<file path="config.mk">
export PLATFORM = sky130hd
export DESIGN_NAME = hs_deserializer_2b8b
export DESIGN_NICKNAME = d
export VERILOG_FILES = /design/src/rtl/hs_deserializer_2b8b.sv
export SDC_FILE = /design/constraint.sdc
export NUM_CORES = 1
export LEC_CHECK = 0
export CORE_MARGIN = 1.5
export CORE_UTILIZATION = 46
export CTS_CLUSTER_SIZE = 25
export DETAILED_ROUTE_END_ITERATION = 12
export GPL_TIMING_DRIVEN = 0
export PLACE_DENSITY_LB_ADDON = 0.08
export RECOVER_POWER = 25
export SLEW_MARGIN = 20
export SYNTH_ARGS = -nofsm -noshare
export SYNTH_HDL_FRONTEND = slang
export SYNTH_SLANG_ARGS = --single-unit
</file>
<file path="constraint.sdc">
create_clock -name RxDDRClk -period 3.85 [get_ports RxDDRClk]
set_clock_uncertainty 0.05 [all_clocks]
set_input_delay 0.9625 -clock RxDDRClk [delete_from_list [all_inputs] [get_ports RxDDRClk]]
set_output_delay 0.9625 -clock RxDDRClk [all_outputs]
set_load 0.005 [all_outputs]
</file>
<file path="src/rtl/hs_deserializer_2b8b.sv">
// HS receive deserializer: hunts for the sync byte on dibit granularity,
// then reassembles 2-bit-per-cycle data into bytes for the PPI side.
module hs_deserializer_2b8b #(
    parameter int          WIDTH        = 8,
    parameter logic [7:0]  SYNC_PATTERN = 8'hB8,
    parameter int          HUNT_TIMEOUT = 32
) (
    input  logic             RxDDRClk,
    input  logic             RxRst,
    input  logic             deserializer_enable,
    input  logic             des_b1,
    input  logic             des_b2,
    output logic [WIDTH-1:0] RxDataHS,
    output logic             RxValidHS,
    output logic             RxActiveHS,
    output logic             RxSyncHS,
    output logic             ErrSotSyncHS
);
    typedef enum logic [1:0] {S_IDLE, S_HUNT, S_DATA, S_ERR} state_e;

    localparam logic [7:0] TMO = 8'(HUNT_TIMEOUT);

    state_e           state_q, state_d;
    logic [7:0]       sr_q, sr_d;
    logic [1:0]       phase_q, phase_d;
    logic [7:0]       hunt_q, hunt_d;
    logic [WIDTH-1:0] data_q, data_d;
    logic             valid_q, valid_d;
    logic             sync_q, sync_d;
    logic             err_q, err_d;
    logic [7:0]       sr_shift;

    // Newest dibit enters at the top, so after four cycles byte bit 0 is at sr[0].
    assign sr_shift = {des_b1, des_b2, sr_q[7:2]};

    always_comb begin
        state_d = state_q;
        sr_d    = sr_q;
        phase_d = phase_q;
        hunt_d  = hunt_q;
        data_d  = data_q;
        valid_d = 1'b0;
        sync_d  = 1'b0;
        err_d   = 1'b0;
        case (state_q)
            S_IDLE: begin
                sr_d    = '0;
                phase_d = '0;
                hunt_d  = '0;
                if (deserializer_enable) begin
                    state_d = S_HUNT;
                    sr_d    = {des_b1, des_b2, 6'b0};
                    hunt_d  = 8'd1;
                end
            end
            S_HUNT: begin
                if (!deserializer_enable) begin
                    state_d = S_IDLE;
                    sr_d    = '0;
                    hunt_d  = '0;
                end else begin
                    sr_d = sr_shift;
                    // A match on the timeout sample wins over the error.
                    if (sr_shift == SYNC_PATTERN) begin
                        state_d = S_DATA;
                        sync_d  = 1'b1;
                        phase_d = '0;
                    end else begin
                        hunt_d = hunt_q + 8'd1;
                        if (hunt_q + 8'd1 == TMO) begin
                            state_d = S_ERR;
                            err_d   = 1'b1;
                        end
                    end
                end
            end
            S_DATA: begin
                if (!deserializer_enable) begin
                    state_d = S_IDLE;
                    sr_d    = '0;
                    phase_d = '0;
                end else begin
                    sr_d    = sr_shift;
                    phase_d = phase_q + 2'd1;
                    if (phase_q == 2'd3) begin
                        data_d  = sr_shift;
                        valid_d = 1'b1;
                    end
                end
            end
            S_ERR: begin
                if (!deserializer_enable) state_d = S_IDLE;
            end
            default: state_d = S_IDLE;
        endcase
    end

    always_ff @(posedge RxDDRClk) begin
        if (RxRst) begin
            state_q <= S_IDLE;
            sr_q    <= '0;
            phase_q <= '0;
            hunt_q  <= '0;
            data_q  <= '0;
            valid_q <= 1'b0;
            sync_q  <= 1'b0;
            err_q   <= 1'b0;
        end else begin
            state_q <= state_d;
            sr_q    <= sr_d;
            phase_q <= phase_d;
            hunt_q  <= hunt_d;
            data_q  <= data_d;
            valid_q <= valid_d;
            sync_q  <= sync_d;
            err_q   <= err_d;
        end
    end

    assign RxDataHS     = data_q;
    assign RxValidHS    = valid_q;
    assign RxActiveHS   = (state_q == S_DATA);
    assign RxSyncHS     = sync_q;
    assign ErrSotSyncHS = err_q;
endmodule

</file>
==> results of run 1 <==
[kinds of logic after synthesis]
| group | count (synthesis) | synth area share |
|---|---|---|
| compound gates | 44 | 0.1688 |
| simple gates | 83 | 0.2939 |
| buf+inv | 11 | 0.04369 |
| mux | 4 | 0.02742 |
| fa+ha+maj | 8 | 0.06855 |
| flops | 29 | 0.3976 |
[worst reg2reg max path, stage by stage (launching register included)]
cell and delay [ps]:
dfxtp_1 370, inv_1 140, ha_1 290, nand2_1 160, clkbuf_1 260, a31oi_1 460
a21oi_1 140, nor3_1 180
[worst max path at each step]
| stage | to | slack, ps | depth (start not counted) |
|---|---|---|---|
| finish | hunt_q[0] | 1160 | 6 |
| global placement | hunt_q[2] | 1020 | 6 |
| detailed placement | hunt_q[4] | 1010 | 6 |
| global route | hunt_q[0] | 880 | 6 |
| floorplan | hunt_q[3] | 1780 | 5 |
| CTS | RxActiveHS | 1250 | 3 |
[flip-flops by register name, summed over array words and instances, names as in the netlist]
signal,count
ErrSotSyncHS,1
RxDataHS,8
RxSyncHS,1
RxValidHS,1
hunt_q,8
phase_q,2
sr_q,6
state_q,2
[cell type report]
type,count,area [um^2],share of cell area
multi-input cells,139,800.8,0.4668
clock buffers,5,37.54,0.02188
plain buffers,9,56.30,0.03282
well taps,44,55.05,0.03209
flip-flops and latches,29,580.6,0.3384
repair buffers,16,160.2,0.09336
inverters,2,7.507,0.004376
clock inverters,3,17.52,0.01021
[through the flow]
step	hold slack, ps	setup WS [ps]	instances	utilization	total power [mW]
floorplan	395.2	1784	179	-	0.4598
global placement	392.7	1024	239	0.5533	0.5043
finish	404.1	1164	247	0.5665	0.6880
CTS	409.7	1253	247	0.5715	0.6916
global route	422.0	877.7	247	0.5665	0.7251
detailed placement	395.4	1009	239	0.5533	0.5079
[routing by layer]
layer | vias to the layer above | GRT usage
met5 | - | 0
met4 | 0 | 0.1071
met3 | 7 | 0.03930
met2 | 33 | 0.2684
met1 | 613 | 0.2760
li1 | 681 | -
[placed cells by master, fill, tap and decap left out, types with 2 or more instances in the layout]
cell type and n:
nand3_2 2, clkbuf_4 5, ha_1 8, nor3b_1 4, a31oi_1 5, clkbuf_1 4
a21oi_1 26, dlygate4sd3_1 7, clkinv_2 2, nand2_1 27, dfxtp_1 29, o21ai_0 8
nor2_1 19, nand3_1 4, nand2b_1 2, clkdlybuf4s50_1 9, nor3_1 8, nor2b_1 2
and3_1 3, mux2i_1 4, and3_2 2, inv_1 2, nand4_1 3
[power groups by stage]
stage	clock network (mW)	logic, mW	registers [mW]
2_1_floorplan	0	0.129	0.331
3_3_place_gp	0	0.170	0.334
3_5_place_dp	0	0.173	0.335
4_1_cts	0.189	0.175	0.328
5_1_grt	0.201	0.193	0.331
6_report	0.186	0.174	0.328
==> metrics.md, run 1 <==
| Metric | Value |
|---|---|
| Hold buffer count at cts | `0` |
| Max cap viols | `0` |
| Gr usage total | `0.1932` |
| Worst EP required | `about 4000 ps` |
| Leak | `roughly 0.64 nW` |
| Combinational fraction of design power | `0.253` |
| Hold depth | `2` |
| Switch share | `0.3523` |
| Hold Path Sink | `RxDataHS[0]` |
| Layout cells sized above 1 | `0.08867` |
| Ys flop type | `dfxtp_1` |
| Setup repair bufs after CTS | `0` |
| Count of cell types in the netlist | `36` |
| Drt pass-1 iters | `4` |
| Max Clock Freq | `0.3723 GHz` |
| Clock-pin slew on the worst setup and hold paths | `110 ps` |
| Cell Area, Synth | `1460 um^2` |
| Seq/Total Area, Yosys | `0.3976` |
| Top cells by area, synth | `dfxtp_1, a21oi_1, nand2_1` |
| Number of DRC markers in iteration 0 | `between 50 and 60` |
| Met2 wire len | `approximately 1400 um` |
| DR vias/cell | `approximately 5.4` |
| DRT Wirelength | `between 3000 and 4000 um` |
| Worst path buffer plus inverter count | `1` |
| CTS tree | `built` |
| Max Transition Viols Final | `0` |
| Slew @ Worst Pin | `~600 ps` |
| Status | `finished clean` |
| Critical Path Sink Type | `flip-flop` |
| Post-synth top area share | `0.3976` |
| Core box area | `3028 um^2` |
| Period minus WS final | `around 2700 ps` |
| Flop-to-flop setup slack | `1740 ps` |
| Final nets | `about 220` |
| Clk pwr share | `0.270` |
| Die area | `roughly 3500 um^2` |
| Arrival time worst endpoint | `around 2900 ps` |
| Pin count of the biggest net entering global routing | `11` |
| DR vias | `about 1300` |
| Most frequent cell after synthesis | `dfxtp_1` |
| Delay-heaviest family, CP | `simple AND/OR/NAND/NOR gates` |
| Cell count after synthesis | `~180` |
| Total gr overflow | `0` |
| RePlAce Congestion | `~0.78` |
| Critical path class | `input pin to flip-flop` |
| Net Count, Synth | `192` |
| Residual DRC | `0` |
| Post-CTS resize count | `0` |
| Number of global-route vias before repair | `roughly 1100` |
| Slowest stage cell, crit path | `nor4b_1` |
| Clock Sinks | `29` |
| Seq cells post-synth | `29` |
| Setup crit start kind | `input pin` |
| CTS Buf Count | `5` |
| Filler cells | `around 300` |
| Synth async-reset ratio | `0` |
| Worst r2r src | `state_q[1]` |
| Met3 WL post-DR | `149 um` |
| Syn. warnings | `0` |
| Switching power total | `roughly 0.24 mW` |
| Synth Area per Inst | `8.157 um^2` |
| Initial core utilization | `0.4822` |
| Final Hold Fails | `0` |
| Pwr per Cell Area | `~400 nW/um^2` |
| CP startpoint | `des_b2` |
| Layout area overhead | `17.48%` |
| Highest metal used | `met4` |
| DP Area | `around 1700 um^2` |
| Die X | `a little under 60 um` |
| EDFF count, synth | `0` |
| # IOs | `17` |
| CP max stage delay | `roughly 560 ps` |
| RSZ-0062 raised after global routing | `false` |
| Max Root-Sink Buffers | `2` |
| Worst-Skew Late Latency | `~340 ps` |
| Root buffer cell | `clkbuf_4` |
| Worst-path fanout max | `9` |
| Routed len/inst | `around 13 um` |
| Peak supply drop | `0.2537 mV` |
| Design area | `about 1700 um^2` |
| H-tree levels | `2` |
| Final setup fails | `0` |
| Reg2reg end | `hunt_q[4]` |
| Leading area contributor after synthesis | `dfxtp_1` |
| Reg power frac | `0.477` |
| Hold WC Path Type | `flip-flop to flip-flop` |
| First-pass GRT wire length | `between 5000 and 6000 um` |
| HP Start | `RxDataHS[0]` |
| CP Cell Sequence | `clkdlybuf4s50_1 -> nor4b_1 -> nand3_2 -> o22ai_2 -> mux2i_1 -> nor2_1` |
| Post-DP HPWL | `2282 um` |
| Slew headroom | `0.5829` |
| Tcrit/Tclk final | `0.6977` |
| # rows | `20` |
| Cell internal pwr | `approximately 0.45 mW` |
| Post-synth top cells | `dfxtp_1, nand2_1, a21oi_1` |
| Setup_tns | `0 ps` |
| Die Y | `slightly below 60 um` |
| Number of antenna-violating nets in the routed design | `0` |
| PortBufs | `16` |
| Initial antenna violation count | `0` |
| # diodes | `0` |
| WL met1 | `between 1500 and 2000 um` |
| Worst R2R Path Depth | `7` |
Note: power is estimated with default switching activity, not from simulation.
==> inputs of run 2 (changes only) <==
- clock period: 3.85 -> 2.3 ns (I/O delays scaled with it)
==> run 2 against run 1 <==
  * First-iteration DRC count is the same
  * Critical endpoint is now RxActiveHS
  * Final cell count is the same
  * Utilization grew 0.70 points
  * Via count is essentially flat
  * Global-route usage is the same
  * Setup slack lost 1100 ps
  * Highest routed layer unchanged
==> metrics.md, run 2 (same netlist as run 1, synthesis figures left out) <==
| Metric | Value |
|---|---|
| Pwr Total | `1.154 mW (+68%)` |
| Root buffer cell | `clkbuf_4` |
| First-pass GRT wire length | `5064 um (unchanged)` |
| Residual DRC | `0 (unchanged)` |
| Layout area overhead | `18.94%` |
| Max Root-Sink Buffers | `2 (unchanged)` |
| Setup repair bufs after CTS | `0 (unchanged)` |
| Critical path class | `flip-flop to output port` |
| Status | `finished clean` |
| RSZ-0062 raised after global routing | `false` |
| Max Clock Freq | `~0.45 GHz` |
| RePlAce Congestion | `0.7778 (unchanged)` |
| Filler cells | `296 (-0.34%)` |
| Die Y | `59.34 um (unchanged)` |
| Worst-Skew Late Latency | `340 ps (about the same)` |
| Clock Sinks | `29 (unchanged)` |
| H-tree levels | `2 (unchanged)` |
| # diodes | `0 (unchanged)` |
| Pwr per Cell Area | `664.6 nW/um^2 (+66%)` |
| Critical Path Sink Type | `output port` |
| Setup_tns | `0 ps (unchanged)` |
| Non-filler instance count after layout | `247 (unchanged)` |
| DR vias | `1333 (-0.075%)` |
| PortBufs | `16 (unchanged)` |
| Arrival time worst endpoint | `1590 ps (-1280 ps)` |
| Reg area | `580.6 um^2 (unchanged)` |
| Total gr overflow | `0 (unchanged)` |
| Hold buffer count at cts | `0 (unchanged)` |
| Slew headroom | `0.6886 (+0.1057)` |
| Hold WC Path Type | `flip-flop to flip-flop` |
| Initial core utilization | `0.4822 (unchanged)` |
| Setup crit start kind | `flip-flop` |
| Tcrit/Tclk final | `0.9616` |
| Worst EP required | `1670 ps (-2360 ps)` |
| Final Hold Fails | `0 (unchanged)` |
| Layout cells sized above 1 | `0.09852 (+0.009852)` |
| Post-DP HPWL | `2282 um (unchanged)` |
| Flop-to-flop setup slack | `300 ps (-1440 ps)` |
| Footprint of the multi-input gates | `822.0 um^2 (+2.7%)` |
| Post-CTS resize count | `0 (unchanged)` |
| Pin count of the biggest net entering global routing | `11 (unchanged)` |
| Final design utilization | `0.5736 (+0.007025)` |
| Slew @ Worst Pin | `467.1 ps (-149.9 ps)` |
| Die X | `59.34 um (unchanged)` |
| Core box area | `3028 um^2 (unchanged)` |
| Placed insts | `239 (unchanged)` |
| Gr usage total | `0.1932 (unchanged)` |
| Most frequent cells in the layout | `dfxtp_1, nand2_1, a21oi_1` |
| Leak | `0.6475 nW (+1.0%)` |
| Worst-path fanout max | `5 (-4)` |
| DR vias/cell | `5.397 (about the same)` |
| Number of DRC markers in iteration 0 | `57 (unchanged)` |
| Clock-pin slew on the worst setup and hold paths | `90 ps (-20 ps)` |
| CTS Buf Count | `5 (unchanged)` |
| Period minus WS final | `roughly 2200 ps` |
| Drt pass-1 iters | `4 (unchanged)` |
| DRT Wirelength | `3108 um (-0.29%)` |
| Commonest non-fill, non-tap cell in the layout | `dfxtp_1` |
| Number of antenna-violating nets in the routed design | `0 (unchanged)` |
| Initial antenna violation count | `0 (unchanged)` |
| CTS tree | `built` |
| Die area | `3521 um^2 (unchanged)` |
| # IOs | `17 (unchanged)` |
| Final nets | `215 (unchanged)` |
| Max Transition Viols Final | `0 (unchanged)` |
| # rows | `20 (unchanged)` |
| Peak supply drop | `0.4297 mV (+69%)` |
| Routed len/inst | `12.58 um (-0.29%)` |
| Number of global-route vias before repair | `1125 (unchanged)` |
| Max cap viols | `0 (unchanged)` |
| Final setup fails | `0 (unchanged)` |
-- run 2: cell types whose count changed in the layout (fill, tap and decap cells not counted) --
| cell | previous run | this run |
|---|---|---|
| nor4b_1 | 1 | 0 |
| a31oi_2 | 0 | 1 |
| nor4b_4 | 0 | 1 |
| a31oi_1 | 5 | 4 |
-- run 2: power by group --
group          leakage [nW]  total (mW)  internal, mW  switching, mW
combinational         0.382       0.298         0.111          0.187
sequential            0.234       0.550         0.523         0.0272
clock                0.0310       0.306         0.115          0.191
-- run 2: worst paths after layout --
| check | cells after the start | from | end |
|---|---|---|---|
| max | 3 | state_q[0] | RxActiveHS |
| min | 2 | RxDataHS[0] | RxDataHS[0] |
| max reg2reg | 7 | state_q[1] | hunt_q[4] |
| min reg2reg | 2 | RxDataHS[0] | RxDataHS[0] |
-- run 2: worst max-delay path: stages, from the launching register on --
cell	delay [ps]
dfxtp_1	360
inv_1	130
ha_1	240
clkdlybuf4s50_1	530
-- run 2: stage by stage --
step	setup WS, ps	hold WS (ps)	area, um^2
floorplan	619.2	395.2	1460
global placement	-138.6	392.7	1675
detailed placement	-153.3	395.4	1675
CTS	90.91	409.7	1730
global route	6.945	422.0	1737
finish	88.26	404.2	1737
-- run 2: per-layer routing --
layer	track usage	wire length, um
met1	0.2760	1502
met2	0.2684	1372
met3	0.03930	154
met4	0.1071	78
met5	0	0
-- run 2: layout make-up --
cell class / instances / area share
inverters: 2 / 0.004323
clock inverters: 3 / 0.01009
plain buffers: 9 / 0.03242
well taps: 44 / 0.03170
multi-input cells: 139 / 0.4733
flip-flops and latches: 29 / 0.3343
repair buffers: 16 / 0.09222
clock buffers: 5 / 0.02161
